--- config.mk ---
export PLATFORM = sky130hd
export DESIGN_NAME = seg_display
export DESIGN_NICKNAME = d
export VERILOG_FILES = /design/src/rtl/seg_display.sv
export SDC_FILE = /design/constraint.sdc
export NUM_CORES = 1
export LEC_CHECK = 0
export ABC_AREA = 0
export CAP_MARGIN = 0
export CORE_ASPECT_RATIO = 2
export CORE_MARGIN = 2
export CORE_UTILIZATION = 40
export DETAILED_ROUTE_END_ITERATION = 12
export HOLD_SLACK_MARGIN = 0.15
export RECOVER_POWER = 50
export SLEW_MARGIN = 20
export SYNTH_ARGS = -nofsm -noshare
export SYNTH_HDL_FRONTEND = slang
export SYNTH_SLANG_ARGS = --single-unit
--- constraint.sdc ---
create_clock -name clk -period 3.15 [get_ports clk]
set_input_delay 0.63 -clock clk [delete_from_list [all_inputs] [get_ports clk]]
set_output_delay 0.63 -clock clk [all_outputs]
set_load 0.01 [all_outputs]
--- src/rtl/seg_display.sv ---
// seg_display: 4-digit multiplexed 7-segment driver with per-frame input snapshot, error blink and leading-zero blanking
module seg_display #(
  parameter int REFRESH_BITS = 18,
  parameter int BLINK_BITS = 25,
  parameter bit LZB = 1'b1
) (
  input  logic        clk,
  input  logic        rst,
  input  logic [15:0] value,
  input  logic        empty,
  input  logic        error,
  input  logic        hi_half,
  output logic [3:0]  an,
  output logic [6:0]  seg,
  output logic        dp
);
  localparam logic [6:0] FONT [16] = '{7'h40, 7'h79, 7'h24, 7'h30, 7'h19, 7'h12, 7'h02, 7'h78,
                                      7'h00, 7'h10, 7'h08, 7'h03, 7'h46, 7'h21, 7'h06, 7'h0E};
  logic [REFRESH_BITS-1:0] ref_cnt;
  logic [BLINK_BITS-1:0] blink_cnt;
  logic [15:0] sh_value, rest;
  logic sh_empty, sh_error, sh_hi;
  logic [1:0] d;
  logic guard, blank, normal;
  logic [6:0] code;
  always_comb begin
    d = ref_cnt[REFRESH_BITS-1 -: 2];
    guard = ref_cnt[REFRESH_BITS-3 -: 4] == '0;
    rest = sh_value >> {d, 2'b00};
    normal = !sh_error && !sh_empty;
    code = sh_error ? (d == 2'd3 ? 7'h06 : 7'h2F) : sh_empty ? 7'h3F : FONT[rest[3:0]];
    blank = guard || (sh_error ? (d == 2'd0 || blink_cnt[BLINK_BITS-1])
                               : normal && LZB && d != 2'd0 && rest == '0);
  end
  // shadow registers reload only at the frame boundary so a frame never tears
  always_ff @(posedge clk or posedge rst) begin
    if (rst) begin
      ref_cnt <= '0;
      blink_cnt <= '0;
      sh_value <= '0;
      sh_empty <= 1'b1;
      sh_error <= 1'b0;
      sh_hi <= 1'b0;
      an <= 4'hF;
      seg <= 7'h7F;
      dp <= 1'b1;
    end else begin
      ref_cnt <= ref_cnt + 1'b1;
      blink_cnt <= blink_cnt + 1'b1;
      if (&ref_cnt) begin
        sh_value <= value;
        sh_empty <= empty;
        sh_error <= error;
        sh_hi <= hi_half;
      end
      an <= blank ? 4'hF : ~(4'b0001 << d);
      seg <= blank ? 7'h7F : code;
      dp <= !(!blank && d == 2'd3 && normal && sh_hi);
    end
  end
endmodule

==> results_dict.tcl <==
set metrics [dict create \
    status "complete, but fails checks" \
    violations "max-capacitance violations, max-slew violations" \
    place_hpwl_um 4679 \
    whs_path_depth 1 \
    setup_viol 0 \
    grt_pass1_vias 2356 \
    ir_drop_uv 324.3 \
    ys_seq_area_share_pct 54.83 \
    antenna_found_initial 0 \
    instances_no_fill 422 \
    die_w_um 69.26 \
    grt_max_degree 75 \
    cts_sinks 74 \
    nFillCells 761 \
    power.density_nw_per_um2 513.5 \
    r2r-start "ref_cnt[17]" \
    tightest_slew_ps 1778 \
    slew_headroom_pct -18.53 \
    maxSlewViolCount 75 \
    reg2reg_slack_ps 680 \
    synthesis.nets 308 \
    worst_ep_required_time_ps 3400 \
    path_cells "mux4_2, inv_1, ha_1, nand3b_1, a2111oi_2, nor3_2, o31ai_1" \
    cts_buffer_depth 2 \
    cts_resized 0 \
    cts_made_buffers 9 \
    grt_util_met3_pct 4.328 \
    area_growth_pct 20.97 \
    cp-start-kind "register" \
    routabilityCongestion 0.7815 \
    fp.dieH_um 134.5 \
    grt.total_usage_pct 15.93 \
    cp_data_arrival_time_ps 2720 \
    fin_area_um2 4121 \
    n_antenna_cell 0 \
    synth_top_area_share_pct 44.80 \
    synth.distinct_cells 44 \
    crit_path_end_kind "register" \
    dp_cells 406 \
    wirelength_um 6478 \
    grt-busiest-layer "met2" \
    cap_violations 1 \
    synth_warnings 0 \
    async_reset_ff_share_pct 100.0 \
    post-place-ws_ps 649.7 \
    ios 33 \
    reg2reg_depth 7 \
    post_cts_hold_buffer_count 0 \
    coreArea_um2 8292 \
    hp-start "blink_cnt[20]" \
    drive_above_1_share_pct 17.90 \
    grt_pass1_wl_um 11390 \
    vias_per_cell 5.142 \
    min_to "blink_cnt[20]" \
    power.leakage_uw 0.001793 \
    final-seq-area_um2 1868 \
    synthCells 280 \
    synthTopCellsByCount "61 x dfrtp_1, 25 x xnor2_1, 23 x nand2_1" \
    fmax_ghz 0.4045 \
    synth-edff-count 0 \
    cts_tree "built" \
    critPathMaxFanout 15 \
    rows 47 \
    timing.rr.end "seg[3]" \
    dieArea_um2 9317 \
    critPathSlowestCell "dfrtp_1" \
    fin_crit_ps 2472 \
    drt_pass1_iterations 4 \
    synth_seq_cells 74 \
    dpl_cell_area_um2 3829 \
    syn_area_um2 3407 \
    rsz0062_at_grt "no" \
    numPortBuffers 32 \
    critPathTopFamily "flip-flops" \
    ys_top_cells_by_area "dfrtp_1 45%, dfstp_2 10%, xnor2_1 6.4%" \
    clk_pin_slew_ps 60 \
    drc 0 \
    clkLatencyLatePin_ps 340 \
    antenna_left 0 \
    fin_crit_sh_pct 78.48 \
    syn_area_per_cell_um2 12.17 \
    yosysTopAreaCell "dfrtp_1" \
    num_vias 2170 \
    multiInputGateArea_um2 1445 \
    post-synth-top-count-cell "dfrtp_1" \
    ctsHtreeMaxLevel 3 \
    grtUsageMet1_pct 16.10 \
    worstSetupPathType "reg2reg" \
    worst_slack_ps 677.8 \
    grt_overflow 0 \
    clock-root-buffer "clkbuf_16" \
    synth_flop_cell "dfrtp_1" \
    timing.critical_path.buf_inv 1 \
    post_cts_buffers 0 \
    drt-initial-drc-count 121 \
    gr-usage-met2_pct 29.86 \
    hold_viol_final 0 \
    setup_tns_ps 0 \
    fin_nets 347 \
    holdCritPathClass "reg2reg" \
    finClkSkew_ps 7.061 \
    start_util_pct 41.09 \
    slowest_delay_ps 690 \
    wl_per_cell_um 15.35 \
]
-- per-stage QoR --
stage	power (uW)	hold WS (ps)	utilization, %
2_1_floorplan	1042	414.0	-
3_3_place_gp	1090	445.1	46.17
3_5_place_dp	1091	453.1	46.17
4_1_cts	2150	470.8	49.89
5_1_grt	2209	474.1	49.71
6_report	2116	464.6	49.71
-- metal layers --
| layer | vias to the layer above | routed length, um |
|---|---|---|
| met3 | 8 | 192 |
| met1 | 1090 | 2398 |
| li1 | 1048 | - |
| met5 | - | 0 |
| met2 | 24 | 3755 |
| met4 | 0 | 133 |
-- kinds of logic after synthesis --
kind of cell               Yosys count  synth area share (%)
buffers and inverters               18                 2.754
and+or+nand+nor                     95                 15.64
xor gates and xnor gates            39                 10.03
muxes                               26                 9.806
DFF                                 74                 54.83
adders and majority gates            7                 2.571
AOI/OAI and AO/OA                   21                 4.370
-- area by class of cell --
type	instances	share of cell area, %
clock buffer	9	5.464
multi-input combinational	188	35.06
sequential	74	45.32
clock inverter	7	2.004
tap	98	2.975
timing repair buffer	34	8.075
inverter	12	1.093
-- cell usage in the layout (no fill, tap or decap), types with 2 or more instances in the layout --
master | Yosys | routed
a21oi_1 | 4 | 4
and3_1 | 6 | 6
and4_1 | 2 | 2
clkbuf_16 | 0 | 9
clkdlybuf4s50_1 | 0 | 31
clkinvlp_4 | 0 | 2
dfrtp_1 | 61 | 61
dfstp_2 | 13 | 13
ha_1 | 7 | 7
inv_1 | 12 | 11
inv_6 | 0 | 3
mux2_1 | 8 | 8
mux2_2 | 11 | 11
mux2i_1 | 3 | 3
mux4_2 | 4 | 4
nand2_1 | 23 | 23
nand3_1 | 17 | 17
nand3_2 | 2 | 2
nand3b_1 | 3 | 3
nand4_1 | 7 | 7
nor2_1 | 20 | 20
nor3_1 | 2 | 2
nor4_1 | 2 | 2
o211ai_1 | 3 | 3
o21ai_0 | 5 | 5
o31ai_1 | 2 | 2
xnor2_1 | 25 | 25
xor2_1 | 14 | 14
-- state kept, by name, summed over array words and instances, names as in the netlist --
register,flops
blink_cnt,25
ref_cnt,18
sh_value,16
seg,7
an,4
dp,1
sh_empty,1
sh_error,1
sh_hi,1
-- worst max path at each step --
stage,cells after the start,slack [ps],to,start
CTS,7,630,seg[3],ref_cnt[17]
global placement,7,750,seg[3],ref_cnt[17]
detailed placement,7,650,seg[3],ref_cnt[17]
finish,7,680,seg[3],ref_cnt[17]
global route,3,290,blink_cnt[18],rst
floorplan,1,660,blink_cnt[0],rst
-- report_power, final --
group          switching (uW)  internal (uW)
combinational            48.1           44.1
sequential               11.8            965
clock                     421            626
(Power assumes the default switching activity.)
